[config.mk]
export PLATFORM = sky130hd
export DESIGN_NAME = featuremap_conv2d_0_sched
export DESIGN_NICKNAME = d
export VERILOG_FILES = /design/src/rtl/featuremap_conv2d_0_pkg.sv /design/src/rtl/featuremap_conv2d_0_out_skid.sv /design/src/rtl/featuremap_conv2d_0_sched.sv
export SDC_FILE = /design/constraint.sdc
export NUM_CORES = 1
export LEC_CHECK = 0
export CORE_AREA = 10 10 175 340
export CTS_CLUSTER_SIZE = 24
export DETAILED_ROUTE_END_ITERATION = 10
export DIE_AREA = 0 0 185 350
export PLACE_DENSITY = 0.77
export SYNTH_ARGS = -nofsm -noshare
export SYNTH_HDL_FRONTEND = slang
export SYNTH_SLANG_ARGS = --single-unit
[constraint.sdc]
create_clock -name clock -period 3.1 [get_ports clock]
set_input_delay 0.62 -clock clock [delete_from_list [all_inputs] [get_ports clock]]
set_output_delay 0.62 -clock clock [all_outputs]
set_load 0.02 [all_outputs]
[src/rtl/featuremap_conv2d_0_pkg.sv]
// Shared defaults and FSM state type for the conv2d_0 feature-map scheduler.
// Imported by the scheduler top and its per-filter output buffer.
package featuremap_conv2d_0_pkg;

    localparam int FM_DWIDTH       = 32;
    localparam int FM_NFILT        = 8;
    localparam int FM_NUM_IN_WORDS = 1024;
    localparam int FM_NUM_OUT_PIX  = 900;
    localparam int FM_CNT_W        = 16;

    typedef enum logic [1:0] {
        ST_IDLE = 2'd0,
        ST_RUN  = 2'd1,
        ST_DONE = 2'd2
    } sched_state_t;

endpackage

[src/rtl/featuremap_conv2d_0_out_skid.sv]
// Two-entry FIFO holding one filter's output words until the merger takes them.
// Ports: wr_data/wr_en/full (filter side), rd_data/rd_en/empty (merger side).
module featuremap_conv2d_0_out_skid
    import featuremap_conv2d_0_pkg::*;
#(
    parameter int DWIDTH = FM_DWIDTH
) (
    input  logic              clock,
    input  logic              reset,
    input  logic [DWIDTH-1:0] wr_data,
    input  logic              wr_en,
    output logic              full,
    input  logic              rd_en,
    output logic [DWIDTH-1:0] rd_data,
    output logic              empty
);

    logic [DWIDTH-1:0] mem [2];
    logic              wr_ptr;
    logic              rd_ptr;
    logic [1:0]        count;
    logic              wr_ok;
    logic              rd_ok;

    assign full    = (count == 2'd2);
    assign empty   = (count == 2'd0);
    assign wr_ok   = wr_en & ~full;
    assign rd_ok   = rd_en & ~empty;
    assign rd_data = mem[rd_ptr];

    // Storage carries no reset; occupancy alone decides what is valid.
    always_ff @(posedge clock) begin
        if (wr_ok) begin
            mem[wr_ptr] <= wr_data;
        end
    end

    always_ff @(posedge clock or negedge reset) begin
        if (!reset) begin
            wr_ptr <= 1'b0;
            rd_ptr <= 1'b0;
            count  <= 2'd0;
        end else begin
            if (wr_ok) begin
                wr_ptr <= ~wr_ptr;
            end
            if (rd_ok) begin
                rd_ptr <= ~rd_ptr;
            end
            count <= count + {1'b0, wr_ok} - {1'b0, rd_ok};
        end
    end

endmodule

[src/rtl/featuremap_conv2d_0_sched.sv]
// Frame scheduler: broadcasts source words to NFILT filters, merges outputs.
// Ports: start/busy/done, src_* FIFO, flt_* per-filter, dst_* merged FIFO.
module featuremap_conv2d_0_sched
    import featuremap_conv2d_0_pkg::*;
#(
    parameter int DWIDTH       = FM_DWIDTH,
    parameter int NFILT        = FM_NFILT,
    parameter int NUM_IN_WORDS = FM_NUM_IN_WORDS,
    parameter int NUM_OUT_PIX  = FM_NUM_OUT_PIX,
    parameter int CNT_W        = FM_CNT_W
) (
    input  logic                    clock,
    input  logic                    reset,
    input  logic                    start,
    output logic                    busy,
    output logic                    done,
    input  logic [DWIDTH*3-1:0]     src_rdata,
    input  logic                    src_empty,
    output logic                    src_rdreq,
    output logic [DWIDTH*3-1:0]     flt_rdata,
    output logic [NFILT-1:0]        flt_empty,
    input  logic [NFILT-1:0]        flt_rdreq,
    input  logic [NFILT*DWIDTH-1:0] flt_wdata,
    input  logic [NFILT-1:0]        flt_wrreq,
    output logic [NFILT-1:0]        flt_full,
    output logic [DWIDTH-1:0]       dst_wdata,
    output logic                    dst_wrreq,
    input  logic                    dst_full
);

    localparam int PTR_W = (NFILT > 1) ? $clog2(NFILT) : 1;
    localparam logic [CNT_W-1:0] IN_LAST  = CNT_W'(NUM_IN_WORDS);
    localparam logic [CNT_W-1:0] OUT_LAST = CNT_W'(NUM_OUT_PIX);
    localparam logic [CNT_W-1:0] CNT_ONE  = CNT_W'(1);
    localparam logic [PTR_W-1:0] PTR_LAST = PTR_W'(NFILT - 1);
    localparam logic [PTR_W-1:0] PTR_ONE  = PTR_W'(1);

    sched_state_t      state;
    logic [NFILT-1:0]  taken;
    logic [NFILT-1:0]  rd_acc;
    logic [NFILT-1:0]  got;
    logic [CNT_W-1:0]  in_cnt;
    logic [CNT_W-1:0]  out_cnt;
    logic [PTR_W-1:0]  ptr;
    logic              run;
    logic              in_open;
    logic              pop_src;
    logic              wrap;
    logic              frame_end;
    logic [NFILT-1:0]  buf_empty;
    logic [NFILT-1:0]  buf_rd;
    logic [DWIDTH-1:0] buf_head [NFILT];

    assign run     = (state == ST_RUN);
    // A source word is offered only while a frame runs and input remains.
    assign in_open = run & ~src_empty & (in_cnt != IN_LAST);

    assign flt_rdata = src_rdata;
    assign flt_empty = {NFILT{~in_open}} | taken;
    assign rd_acc    = flt_rdreq & ~flt_empty;
    assign got       = taken | rd_acc;

    // Pop as soon as the last outstanding filter reads, same cycle.
    assign pop_src   = in_open & (&got);
    assign src_rdreq = pop_src;

    // Strict round-robin drain: ptr waits on an empty channel.
    assign dst_wrreq = run & ~buf_empty[ptr] & ~dst_full;
    assign dst_wdata = buf_head[ptr];
    assign wrap      = dst_wrreq & (ptr == PTR_LAST);
    assign frame_end = (out_cnt == OUT_LAST)
                     | (wrap & ((out_cnt + CNT_ONE) == OUT_LAST));

    for (genvar i = 0; i < NFILT; i++) begin : g_buf
        assign buf_rd[i] = dst_wrreq & (ptr == PTR_W'(i));

        featuremap_conv2d_0_out_skid #(
            .DWIDTH(DWIDTH)
        ) u_skid (
            .clock   (clock),
            .reset   (reset),
            .wr_data (flt_wdata[i*DWIDTH +: DWIDTH]),
            .wr_en   (flt_wrreq[i]),
            .full    (flt_full[i]),
            .rd_en   (buf_rd[i]),
            .rd_data (buf_head[i]),
            .empty   (buf_empty[i])
        );
    end

    always_ff @(posedge clock or negedge reset) begin
        if (!reset) begin
            state   <= ST_IDLE;
            busy    <= 1'b0;
            done    <= 1'b0;
            taken   <= '0;
            in_cnt  <= '0;
            out_cnt <= '0;
            ptr     <= '0;
        end else begin
            unique case (state)
                ST_IDLE: begin
                    done <= 1'b0;
                    if (start) begin
                        state   <= ST_RUN;
                        busy    <= 1'b1;
                        taken   <= '0;
                        in_cnt  <= '0;
                        out_cnt <= '0;
                        ptr     <= '0;
                    end
                end
                ST_RUN: begin
                    if (pop_src) begin
                        taken  <= '0;
                        in_cnt <= in_cnt + CNT_ONE;
                    end else begin
                        taken <= got;
                    end
                    if (dst_wrreq) begin
                        ptr <= wrap ? '0 : ptr + PTR_ONE;
                        if (wrap) begin
                            out_cnt <= out_cnt + CNT_ONE;
                        end
                    end
                    if (frame_end) begin
                        state <= ST_DONE;
                        done  <= 1'b1;
                    end
                end
                ST_DONE: begin
                    state <= ST_IDLE;
                    busy  <= 1'b0;
                    done  <= 1'b0;
                end
                default: begin
                    state <= ST_IDLE;
                    busy  <= 1'b0;
                    done  <= 1'b0;
                end
            endcase
        end
    end

endmodule
==> PnR_summary.wiki, run 1 <==
{| class="wikitable"
! Metric !! Value
|-
| Result of the run || finished, violations left
|-
| Violated checks || setup timing
|-
| Maximum capacitance violations || 0
|-
| Commonest cells after routing, fill and taps aside || 512 x sky130_fd_sc_hd__edfxtp_1, 285 x sky130_fd_sc_hd__clkdlybuf4s50_1, 266 x sky130_fd_sc_hd__mux2i_1, 86 x sky130_fd_sc_hd__buf_4, 69 x sky130_fd_sc_hd__dfrtp_1
|-
| TritonCTS sink count || 591
|-
| Setup slack of the critical path after layout || -0.104 ns
|-
| Placeable core region || 54200 µm²
|-
| HPWL after detailed placement || 63100 µm
|-
| Final net count || 2219
|-
| Combined area of all synthesized cells || 25100 µm²
|-
| Post-synthesis async set-or-reset flop share || 13.4%
|-
| Syn-to-layout area delta || 25.7%
|-
| Area contributors post-synth || sky130_fd_sc_hd__edfxtp_1 61%, sky130_fd_sc_hd__mux2i_1 12%, sky130_fd_sc_hd__dfrtp_1 7.9%, sky130_fd_sc_hd__mux4_2 5.9%, sky130_fd_sc_hd__buf_4 3.1%
|-
| Global-route congestion overflow total || 0
|-
| Peak clock frequency supported by timing || 312 MHz
|-
| Type of the most critical hold path || in2async
|-
| Fraction of layout instances using a drive strength above 1 || 19.6%
|-
| Gate Count Post-Synth || 1489
|-
| Master cell of the clock root buffer || sky130_fd_sc_hd__clkbuf_16
|-
| Final number of max-transition violations || 0
|-
| Number of ports placed on the die boundary || 521
|-
| Cell depth of the worst flop-to-flop path || 13
|-
| Leading register cell type out of synthesis || sky130_fd_sc_hd__edfxtp_1
|-
| Worst Setup Start Kind || register
|-
| Number of nets still failing antenna checks after routing || 0
|-
| Net count after synthesis || 1888
|-
| Worst voltage drop across the vdd grid || 728 µV
|-
| Total routed wirelength || 82600 µm
|-
| Wire length of the first global-routing pass || 114000 µm
|-
| Pre-antenna DRT Iters || 5
|-
| Static leakage || 11.7 nW
|-
| Utilization after layout || 58.2%
|-
| Post-synthesis average cell area || 16.9 µm²
|-
| Buffers added on ports || 328
|-
| R2r setup slk || 0.09 ns
|-
| Crit path capture || dst_wrreq
|-
| Place WS || 0.00537 ns
|-
| Ratio of final minimum period to clock period || 103%
|-
| H-tree lvl count || 2
|-
| Clock latency reported for the late side of the worst-skew pair || 0.59 ns
|-
| Tightest slew margin relative to the limit || 39.1%
|-
| Simple-gate portion of the synthesized area || 3.94%
|-
| Mux contribution to synthesized area || 17.6%
|-
| Startpoint of the most critical register-to-register path || ptr[2]
|-
| Area of the die || 64800 µm²
|-
| Total routing resource utilization after global routing || 25.2%
|-
| Library cells used by synthesis || 49
|-
| Setup skew after layout || 0.0163 ns
|-
| Clock buffers created by TritonCTS || 49
|-
| Initial antenna violation count || 33
|-
| Arrival @ worst endpoint || 2.58 ns
|-
| Main combinational cell family by area after synthesis || multiplexers
|-
| Worst-path clk slew || 0.07 ns
|-
| Parity-gate share of the synthesized area counting xor and xnor cells || 1.54%
|-
| Critical Path RT || 2.48 ns
|-
| Seq/Total Area, Yosys || 69.1%
|-
| Startpoint-to-endpoint class of the critical path || reg2out
|-
| # rows || 121
|-
| Largest net degree at the start of global routing || 63
|-
| DRC viols || 0
|-
| Vias in the first global route || 15500
|-
| Maximum fanout along the worst path || 4
|-
| Most common cell after layout, fill and taps aside || sky130_fd_sc_hd__edfxtp_1
|-
| Unrepaired setup endpoints after global routing || yes
|-
| Placer Congestion || 0.925
|-
| Endpoint class of the critical path || output pin
|-
| Post-synthesis compound-gate area fraction || 1.61%
|-
| Top cell type by total area after synthesis || sky130_fd_sc_hd__edfxtp_1
|-
| Post-synthesis adder-cell area fraction || 1.30%
|-
| Die Ht || 350 µm
|-
| Yosys warning total || 0
|-
| Source of the critical timing path || ptr[2]
|-
| Buffers from clock root to sink, at most || 3
|-
| Hold Vio Cnt, Final || 0
|-
| Endpoint of the lowest-slack register-to-register path || g_buf[5].u_skid.count[1]
|-
| Routed vias || 14500
|-
| 1st-iter DRT viols || 1057
|-
| Transition time of the tightest slew-check pin || 0.914 ns
|-
| Die X-Extent || 185 µm
|-
| Initial standard-cell utilization of the core || 46.3%
|-
| Post-layout min period || 3.20 ns
|-
| Number of register bits inferred by synthesis || 591
|-
| EDFF count, synth || 512
|-
| Vias/cell || 5.68
|-
| Post-cts hold buffer count || 0
|-
| Fraction of synthesized cell area taken by the top area cell type || 61.3%
|-
| Wire length per cell after detailed routing || 32.3 µm
|-
| Clock tree from TritonCTS || yes
|-
| Count of endpoints failing setup in the final report || 20
|-
| P per Cell Area || 1010 nW/µm²
|}
-- cells in the mapped netlist, types with 9 or more instances --
master / number
sky130_fd_sc_hd__ha_1: 26
sky130_fd_sc_hd__dfrtp_1: 79
sky130_fd_sc_hd__clkbuf_1: 49
sky130_fd_sc_hd__nor2_1: 47
sky130_fd_sc_hd__o21ai_1: 21
sky130_fd_sc_hd__edfxtp_1: 512
sky130_fd_sc_hd__mux4_2: 66
sky130_fd_sc_hd__inv_1: 45
sky130_fd_sc_hd__and3_1: 16
sky130_fd_sc_hd__xnor2_1: 31
sky130_fd_sc_hd__a21oi_1: 16
sky130_fd_sc_hd__nor3_1: 16
sky130_fd_sc_hd__nand3_1: 18
sky130_fd_sc_hd__xor2_1: 13
sky130_fd_sc_hd__nand4_1: 9
sky130_fd_sc_hd__buf_4: 105
sky130_fd_sc_hd__nand2_1: 40
sky130_fd_sc_hd__mux2i_1: 291
sky130_fd_sc_hd__or2_1: 10
-- metal layers --
layer  global-route usage (%)  share of wire, %  up-vias
met4                     19.7               8.3       20
met1                     23.1                30     7321
met2                     45.0                53      634
met5                        0              0.17        -
li1                         -                 -     6266
met3                     7.43               8.8      267
-- through the flow --
| stage | TNS, ns | instance area [µm²] | hold WS (ns) | cells | power (mW) |
|---|---|---|---|---|---|
| 2_1_floorplan | 0 | 25100 | 0.324 | 1489 | 18.4 |
| 3_3_place_gp | 0 | 29200 | 0.464 | 2413 | 24.1 |
| 3_5_place_dp | 0 | 29200 | 0.479 | 2413 | 24.4 |
| 4_1_cts | -1.66 | 31300 | 0.172 | 2528 | 31.6 |
| 5_1_grt | -1.97 | 31500 | 0.202 | 2550 | 32.8 |
| 6_report | -0.814 | 31500 | 0.160 | 2555 | 31.7 |
-- how the worst min path moves through the flow --
stage | slack (ns) | cells past startpoint | start | endpoint
6_report | 0.16 | 1 | reset | out_cnt[15]
2_1_floorplan | 0.32 | 0 | reset | busy
3_3_place_gp | 0.46 | 1 | in_cnt[15] | in_cnt[15]
5_1_grt | 0.20 | 1 | reset | g_buf[2].u_skid.wr_ptr
3_5_place_dp | 0.48 | 1 | in_cnt[15] | in_cnt[15]
4_1_cts | 0.17 | 1 | reset | g_buf[0].u_skid.rd_ptr
-- flip-flops by register name, indices dropped and copies added, names as in the netlist --
name and count:
busy 1, g_buf.u_skid.rd_ptr 8, ptr 3, done 1, g_buf.u_skid.mem 512, state 2
g_buf.u_skid.wr_ptr 8, in_cnt 16, taken 8, g_buf.u_skid.count 16, out_cnt 16
-- worst max-delay path, stage by stage, from the launching register on --
cell,delay (ns)
sky130_fd_sc_hd__dfrtp_2,0.45
sky130_fd_sc_hd__inv_4,0.09
sky130_fd_sc_hd__mux4_2,0.51
sky130_fd_sc_hd__mux2_4,0.29
sky130_fd_sc_hd__or3_4,0.36
sky130_fd_sc_hd__inv_4,0.07
sky130_fd_sc_hd__buf_6,0.10
sky130_fd_sc_hd__buf_8,0.12
-- final cells by class --
type                       instances  area, µm²
fill                            4120      22700
sequential                       591      17400
multi-input combinational        681       6770
timing repair buffer             446       4620
clock buffer                      63       1340
tap                              676        846
clock inverter                    29        358
inverter                          51        196
antenna                           18       45.0
-- power by group --
group	internal, mW	switching, mW	leakage [nW]	total, mW
clock	3.74	2.80	0.818	6.54
sequential	10.9	0.783	5.72	11.6
combinational	6.07	7.48	5.17	13.5
total	20.7	11.1	11.7	31.7
-- kinds of logic after synthesis --
group / Yosys count
xor gates and xnor gates: 44
DFF: 591
AOI/OAI and AO/OA: 66
buffers and inverters: 218
muxes: 358
and+or+nand+nor: 186
adders and majority gates: 26
-- what timing repair did --
item / CTS / global route
cloned: 2 / 1
setup endpoints to repair: 42 / 38
resized for setup: 169 / 48
pin swaps: 2 / 5
buffers inserted: 21 / 10
(Power assumes the default switching activity.)
==> run 2: changes to the inputs <==
--- a/config.mk
+++ b/config.mk
@@ -5,11 +5,14 @@
 export SDC_FILE = /design/constraint.sdc
 export NUM_CORES = 1
 export LEC_CHECK = 0
+export CAP_MARGIN = 20
 export CORE_AREA = 10 10 175 340
 export CTS_CLUSTER_SIZE = 24
 export DETAILED_ROUTE_END_ITERATION = 10
 export DIE_AREA = 0 0 185 350
 export PLACE_DENSITY = 0.77
+export REMOVE_ABC_BUFFERS = 1
+export SKIP_LAST_GASP = 1
 export SYNTH_ARGS = -nofsm -noshare
 export SYNTH_HDL_FRONTEND = slang
 export SYNTH_SLANG_ARGS = --single-unit
==> PnR_summary.wiki, run 2 (synthesis gave the netlist of run 1 again) <==
{| class="wikitable"
! Metric !! Value
|-
| Result of the run || finished, violations left
|-
| Violated checks || setup timing
|-
| Post-route standard cell area excluding fillers || 31500 µm² (about the same)
|-
| Most common cell after layout, fill and taps aside || sky130_fd_sc_hd__edfxtp_1
|-
| Largest net degree at the start of global routing || 44 (-30%)
|-
| Final number of max-transition violations || 0 (unchanged)
|-
| TritonCTS sink count || 591 (unchanged)
|-
| Worst hold-check slack || 0.0307 ns (-0.129 ns)
|-
| Clock buffers created by TritonCTS || 50 (+2.0%)
|-
| Buffers from clock root to sink, at most || 3 (unchanged)
|-
| Worst Setup Start Kind || register
|-
| Commonest cells after routing, fill and taps aside || 512 x sky130_fd_sc_hd__edfxtp_1, 285 x sky130_fd_sc_hd__clkdlybuf4s50_1, 273 x sky130_fd_sc_hd__mux2i_1, 95 x sky130_fd_sc_hd__buf_4, 68 x sky130_fd_sc_hd__dfrtp_1
|-
| Count of endpoints failing setup in the final report || 12 (-40%)
|-
| Unrepaired setup endpoints after global routing || yes
|-
| Initial standard-cell utilization of the core || 46.3% (unchanged)
|-
| Worst-path clk slew || 0.07 ns (about the same)
|-
| Placeable core region || 54200 µm² (unchanged)
|-
| Library cell appearing most often on the critical path || sky130_fd_sc_hd__buf_6
|-
| Clock tree from TritonCTS || yes
|-
| Tightest slew margin relative to the limit || 46.0% (+6.9 points)
|-
| # rows || 121 (unchanged)
|-
| Top reg by flops || g_buf.u_skid.mem
|-
| Static leakage || 11.8 nW (+0.37%)
|-
| Clock latency reported for the late side of the worst-skew pair || 0.61 ns (+0.02 ns)
|-
| Area of placed instances || 29200 µm² (about the same)
|-
| Post-layout min period || 3.21 ns (+0.00685 ns)
|-
| Transition time of the tightest slew-check pin || 0.804 ns (-0.109 ns)
|-
| Place WS || -0.0284 ns (-0.0338 ns)
|-
| Final net count || 2229 (+0.45%)
|-
| Peak clock frequency supported by timing || 311 MHz (-0.21%)
|-
| Overall power || 31.4 mW (-0.94%)
|-
| Number of ports placed on the die boundary || 521 (unchanged)
|-
| Number of nets still failing antenna checks after routing || 0 (unchanged)
|-
| Initial antenna violation count || 10 (-70%)
|-
| Fraction of layout instances using a drive strength above 1 || 19.9% (+0.24 points)
|-
| Maximum capacitance violations || 0 (unchanged)
|-
| Number of buffer and inverter stages on the critical path || 4 (unchanged)
|-
| Number of flip-flops in the largest register || 512 (unchanged)
|-
| Buffers added on ports || 328 (unchanged)
|-
| Syn-to-layout area delta || 25.6% (about the same)
|-
| Endpoint class of the critical path || output pin
|-
| Total routing resource utilization after global routing || 26.2% (+1.0 points)
|-
| Vias/cell || 5.74 (+1.2%)
|-
| Global-route congestion overflow total || 0 (unchanged)
|-
| Setup slack of the critical path after layout || -0.111 ns (-0.00685 ns)
|-
| Ordered cell list for the critical path || buf_12 > buf_6 > mux2i_4 > mux4_2 > mux2i_1 > buf_4 > buf_6
|-
| Ratio of final minimum period to clock period || 104% (+0.22 points)
|-
| Cell with the largest stage delay on the worst path || sky130_fd_sc_hd__mux4_2
|-
| Setup skew after layout || 0.0259 ns (+0.00960 ns)
|-
| 1st-iter DRT viols || 1164 (+10%)
|-
| HPWL after detailed placement || 63600 µm (+0.67%)
|-
| Area of the die || 64800 µm² (unchanged)
|-
| H-tree lvl count || 2 (unchanged)
|-
| Wire length per cell after detailed routing || 34.1 µm (+5.5%)
|-
| Worst voltage drop across the vdd grid || 691 µV (-5.1%)
|-
| Routed vias || 14600 (+0.97%)
|-
| Critical Path RT || 2.48 ns (about the same)
|-
| Vias in the first global route || 15700 (+1.3%)
|-
| Die X-Extent || 185 µm (unchanged)
|-
| Utilization after layout || 58.2% (about the same)
|-
| Placer Congestion || 0.901 (-2.7%)
|-
| P per Cell Area || 997 nW/µm² (-0.91%)
|-
| Master cell of the clock root buffer || sky130_fd_sc_hd__clkbuf_16
|-
| Startpoint-to-endpoint class of the critical path || reg2out
|-
| Total routed wirelength || 87000 µm (+5.3%)
|-
| Maximum fanout along the worst path || 6 (+2)
|-
| Die Ht || 350 µm (unchanged)
|-
| Pre-antenna DRT Iters || 5 (unchanged)
|-
| Arrival @ worst endpoint || 2.59 ns (about the same)
|-
| CP peak stage delay || 0.54 ns (+0.03 ns)
|-
| Wire length of the first global-routing pass || 117000 µm (+2.9%)
|-
| Type of the most critical hold path || in2async
|-
| DRC viols || 0 (unchanged)
|-
| Number of fill cells || 4043 (-1.9%)
|-
| Hold Vio Cnt, Final || 0 (unchanged)
|-
| Worst path top cell family by delay || multiplexers
|}
-- run 2: cell type report --
class,instances,area (µm²),area share [%]
diodes,5,12.5,0.0397
clock buffers,58,1300,4.13
clock inverters,33,374,1.19
inverters,51,204,0.647
multi-input cells,681,6760,21.4
flip-flops and latches,591,17400,55.1
well taps,676,846,2.68
repair buffers,455,4660,14.8
-- run 2: worst register-to-register path: stages (launching register included) --
cell and delay [ns]:
sky130_fd_sc_hd__dfrtp_4 0.54, sky130_fd_sc_hd__inv_4 0.10, sky130_fd_sc_hd__mux4_2 0.49, sky130_fd_sc_hd__mux2_4 0.29, sky130_fd_sc_hd__or3_4 0.37, sky130_fd_sc_hd__buf_4 0.19
sky130_fd_sc_hd__nor4b_4 0.26, sky130_fd_sc_hd__ha_1 0.27, sky130_fd_sc_hd__inv_1 0.05, sky130_fd_sc_hd__ha_1 0.14, sky130_fd_sc_hd__xnor2_1 0.14, sky130_fd_sc_hd__xnor2_1 0.16
-- run 2: repair_timing --
action | CTS | global route
hold buffers | 0 | 0
endpoints found under the hold margin | 0 | 0
buffers inserted | 19 | 22
gates cloned | 5 | 2
pin swaps | 3 | 6
endpoints found under the setup margin | 43 | 43
resized for setup | 149 | 72
-- run 2: path summary, 6_finish.rpt --
| path | cells after the start | end | from | slack (ns) |
|---|---|---|---|---|
| max | 7 | dst_wdata[20] | g_buf[2].u_skid.rd_ptr | -0.11 |
| min | 1 | out_cnt[14] | reset | 0.03 |
| max reg2reg | 11 | g_buf[0].u_skid.count[1] | ptr[2] | 0 |
| min reg2reg | 1 | in_cnt[15] | in_cnt[15] | 0.48 |
| max in group asynchronous | 2 | g_buf[6].u_skid.rd_ptr | reset | 2.40 |
| min in group clock | 1 | in_cnt[15] | in_cnt[15] | 0.48 |
-- run 2: power breakdown --
group | internal, mW | leakage, nW | switching, mW
logic | 5.85 | 5.21 | 7.40
clock network | 3.62 | 0.825 | 2.90
registers | 10.9 | 5.72 | 0.798
total | 20.3 | 11.8 | 11.1
-- run 2: per-stage QoR --
step                cells  setup TNS (ns)
floorplan            1322          -88.58
global placement     2408               0
detailed placement   2408         -0.0284
CTS                  2523           -2.16
global route         2550           -1.57
finish               2550          -0.361
-- run 2: layer usage --
| layer | vias to the layer above | global-route usage [%] | wire length, µm |
|---|---|---|---|
| li1 | 6261 | - | - |
| met1 | 7386 | 26.3 | 27900 |
| met5 | - | 2.31 | 230 |
| met3 | 149 | 13.0 | 11300 |
| met4 | 12 | 10.8 | 3710 |
| met2 | 841 | 44.7 | 43800 |
==> run 3: changes to the inputs <==
--- a/config.mk
+++ b/config.mk
@@ -5,12 +5,13 @@
 export SDC_FILE = /design/constraint.sdc
 export NUM_CORES = 1
 export LEC_CHECK = 0
+export ABC_AREA = 1
 export CAP_MARGIN = 20
-export CORE_AREA = 10 10 175 340
+export CORE_AREA = 10 10 175 341
 export CTS_CLUSTER_SIZE = 24
 export DETAILED_ROUTE_END_ITERATION = 10
-export DIE_AREA = 0 0 185 350
-export PLACE_DENSITY = 0.77
+export DIE_AREA = 0 0 185 351
+export PLACE_DENSITY = 0.76
 export REMOVE_ABC_BUFFERS = 1
 export SKIP_LAST_GASP = 1
 export SYNTH_ARGS = -nofsm -noshare
==> PnR_summary.wiki, run 3 <==
{| class="wikitable"
! Metric !! Value
|-
| Combined area of all synthesized cells || 25200 µm² (+0.22%)
|-
| Yosys warning total || 0 (unchanged)
|-
| # rows || 121 (unchanged)
|-
| Result of the run || finished, violations left
|-
| DRC viols || 0 (unchanged)
|-
| R2r setup slk || 0.21 ns (+0.21 ns)
|-
| Post-synthesis average cell area || 11.9 µm² (-29%)
|-
| Count of endpoints failing setup in the final report || 1 (-11)
|-
| Most common cell after layout, fill and taps aside || sky130_fd_sc_hd__edfxtp_1
|-
| Endpoint class of the critical path || output pin
|-
| Fraction of synthesized cell area taken by the top area cell type || 61.1% (-0.14 points)
|-
| Placeable core region || 54200 µm² (unchanged)
|-
| P per Cell Area || 986 nW/µm² (-1.1%)
|-
| Utilization after layout || 58.1% (about the same)
|-
| Post-layout min period || 3.14 ns (-0.0728 ns)
|-
| Violated checks || setup timing
|-
| Clock buffers created by TritonCTS || 51 (+2.0%)
|-
| Count leader, synth || sky130_fd_sc_hd__edfxtp_1
|-
| Number of nets still failing antenna checks after routing || 0 (unchanged)
|-
| Source of the critical timing path || ptr[0]
|-
| Static leakage || 11.4 nW (-2.9%)
|-
| TritonCTS sink count || 591 (unchanged)
|-
| Number of ports placed on the die boundary || 521 (unchanged)
|-
| Initial antenna violation count || 18 (+8)
|-
| Fraction of layout instances using a drive strength above 1 || 12.8% (-7.0 points)
|-
| Number of register bits inferred by synthesis || 591 (unchanged)
|-
| Final net count || 2811 (+26%)
|-
| Worst voltage drop across the vdd grid || 636 µV (-7.9%)
|-
| Clock latency reported for the late side of the worst-skew pair || 0.60 ns (about the same)
|-
| Die Ht || 351 µm (+0.29%)
|-
| Routed vias || 18900 (+29%)
|-
| EDFF count, synth || 512 (unchanged)
|-
| Tightest slew margin relative to the limit || 35.3% (-11 points)
|-
| Maximum fanout along the worst path || 5 (-1)
|-
| Overall power || 31.1 mW (-1.1%)
|-
| Leading register cell type out of synthesis || sky130_fd_sc_hd__edfxtp_1
|-
| Worst hold-check slack || 0.0406 ns (+0.00992 ns)
|-
| Final number of max-transition violations || 0 (unchanged)
|-
| Hold Vio Cnt, Final || 0 (unchanged)
|-
| Area contributors post-synth || sky130_fd_sc_hd__edfxtp_1 61%, sky130_fd_sc_hd__dfrtp_1 7.9%, sky130_fd_sc_hd__o21ai_0 6.0%, sky130_fd_sc_hd__nor2_1 5.4%, sky130_fd_sc_hd__buf_4 3.1%
|-
| Post-route standard cell area excluding fillers || 31500 µm² (about the same)
|-
| Vias/cell || 6.01 (+4.7%)
|-
| Vias in the first global route || 19200 (+22%)
|-
| Top cell type by total area after synthesis || sky130_fd_sc_hd__edfxtp_1
|-
| Cell with the largest stage delay on the worst path || sky130_fd_sc_hd__dfrtp_4
|-
| Post-synthesis async set-or-reset flop share || 13.4% (unchanged)
|-
| Place WS || -0.0707 ns (-0.0423 ns)
|-
| Total routing resource utilization after global routing || 28.6% (+2.4 points)
|-
| Setup slack of the critical path after layout || -0.0379 ns (+0.0728 ns)
|-
| Worst Setup Start Kind || register
|-
| HPWL after detailed placement || 71300 µm (+12%)
|-
| Gate Count Post-Synth || 2114 (+42%)
|-
| 1st-iter DRT viols || 1999 (+72%)
|-
| Peak clock frequency supported by timing || 319 MHz (+2.3%)
|-
| Seq/Total Area, Yosys || 69.0% (-0.15 points)
|-
| H-tree lvl count || 2 (unchanged)
|-
| Ordered cell list for the critical path || inv_8 > buf_12 > o21ai_0 > o221ai_2 > o21ai_1 > o21ai_2 > buf_4 > clkbuf_2
|-
| Type of the most critical hold path || in2async
|-
| Syn-to-layout area delta || 25.3%
|-
| Maximum capacitance violations || 0 (unchanged)
|-
| Largest net degree at the start of global routing || 49 (+11%)
|-
| Buffers from clock root to sink, at most || 3 (unchanged)
|-
| Wire length of the first global-routing pass || 132000 µm (+13%)
|-
| Cell depth of the worst flop-to-flop path || 15 (+4)
|-
| Total routed wirelength || 96500 µm (+11%)
|-
| Unrepaired setup endpoints after global routing || yes
|-
| Pre-antenna DRT Iters || 6 (+1)
|-
| Startpoint of the most critical register-to-register path || ptr[0]
|-
| Ratio of final minimum period to clock period || 101% (-2.3 points)
|-
| Die X-Extent || 185 µm (unchanged)
|-
| Master cell of the clock root buffer || sky130_fd_sc_hd__clkbuf_16
|-
| Buffers added on ports || 328 (unchanged)
|-
| Startpoint-to-endpoint class of the critical path || reg2out
|-
| Number of flip-flops in the largest register || 512 (unchanged)
|-
| Commonest cells after routing, fill and taps aside || 512 x sky130_fd_sc_hd__edfxtp_1, 349 x sky130_fd_sc_hd__nor2_1, 290 x sky130_fd_sc_hd__o21ai_0, 285 x sky130_fd_sc_hd__clkdlybuf4s50_1, 173 x sky130_fd_sc_hd__nand2_1
|-
| Placer Congestion || 0.899 (-0.21%)
|-
| Transition time of the tightest slew-check pin || 0.968 ns (+0.163 ns)
|-
| Post-cts hold buffer count || 0 (unchanged)
|-
| Top cell types by occurrence after synthesis || 512 x sky130_fd_sc_hd__edfxtp_1, 365 x sky130_fd_sc_hd__nor2_1, 304 x sky130_fd_sc_hd__o21ai_0, 174 x sky130_fd_sc_hd__nand2_1, 104 x sky130_fd_sc_hd__buf_4
|-
| Area of placed instances || 29400 µm² (+0.76%)
|-
| Wire length per cell after detailed routing || 30.7 µm (-10%)
|-
| CP peak stage delay || 0.54 ns (about the same)
|-
| Arrival @ worst endpoint || 2.52 ns (-0.07 ns)
|-
| Global-route congestion overflow total || 0 (unchanged)
|-
| Critical Path RT || 2.48 ns (about the same)
|-
| Top reg by flops || g_buf.u_skid.mem
|-
| Clock tree from TritonCTS || yes
|-
| Setup skew after layout || 0.0213 ns (-0.00460 ns)
|-
| Library cells used by synthesis || 33 (-33%)
|-
| Worst-path clk slew || 0.07 ns (about the same)
|-
| Initial standard-cell utilization of the core || 46.4% (+0.10 points)
|-
| Endpoint of the lowest-slack register-to-register path || g_buf[7].u_skid.count[1]
|-
| Area of the die || 64900 µm² (+0.29%)
|}
-- run 3: cell types whose count changed after synthesis, sizes merged, moves of 66 or more --
cell    change
nor2      +321
mux2i     -291
o21ai     +287
nand2     +136
o221ai     +71
mux4       -66
-- run 3: worst max-delay path: cells and delay by family, from the launching register on --
family | cells | cell delay [ns]
compound gates | 4 | 0.82
buf+inv | 4 | 0.55
flops | 1 | 0.54
-- run 3: power breakdown --
part	internal (mW)	leakage [nW]	switching (mW)
Clock	3.84	0.841	2.92
Sequential	10.8	5.74	0.633
Combinational	4.46	4.84	8.45
-- run 3: kinds of logic (layout without fill, tap and decap cells) --
| family | count (synthesis) | count (layout) | share of synthesized area (%) |
|---|---|---|---|
| buf+inv | 321 | 660 | 6.42 |
| simple gates | 651 | 651 | 10.5 |
| flops | 591 | 591 | 69.0 |
| other cells | 0 | 12 | 0 |
| xor+xnor | 36 | 36 | 1.25 |
| compound gates | 489 | 489 | 11.5 |
| fa+ha+maj | 26 | 26 | 1.29 |
-- run 3: what timing repair did --
| action | CTS | global route |
|---|---|---|
| buffers inserted | 4 | 3 |
| gates resized for setup | 181 | 41 |
| cloned | 2 | 5 |
| endpoints found under the setup margin | 42 | 29 |
| endpoints found under the hold margin | 0 | 0 |
| pin swaps | 25 | 29 |
-- run 3: worst max path at each step --
stage	endpoint	cells past startpoint	slack [ns]
after floorplan	g_buf[7].u_skid.count[1]	14	-1.73
after global placement	src_rdreq	9	-0.05
after detailed placement	src_rdreq	9	-0.07
after CTS	dst_wdata[29]	9	-0.13
after global routing	dst_wdata[15]	9	-0.07
final	dst_wdata[12]	8	-0.04
-- run 3: final cells by class --
class	instances	area, µm²
Clock buffer	63	1380
Timing Repair Buffer	460	4620
Tap cell	676	846
Antenna cell	12	30.0
Sequential cell	591	17400
Clock inverter	31	364
Fill cell	4321	22700
Inverter	106	410
Multi-Input combinational cell	1202	6490
-- run 3: metal layers --
| layer | part of all wire, % | track usage, % | up-vias |
|---|---|---|---|
| met5 | 0.38 | 3.07 | - |
| met4 | 6.1 | 16.6 | 16 |
| met1 | 31 | 28.6 | 9156 |
| met3 | 14 | 14.3 | 251 |
| li1 | - | - | 8128 |
| met2 | 49 | 46.8 | 1334 |
-- run 3: through the flow --
stage                     TNS [ns]  instances
after floorplan             -86.24       1899
after global placement     -0.0521       3022
after detailed placement   -0.0956       3022
after CTS                   -0.744       3122
after global routing        -0.517       3140
final                      -0.0379       3141
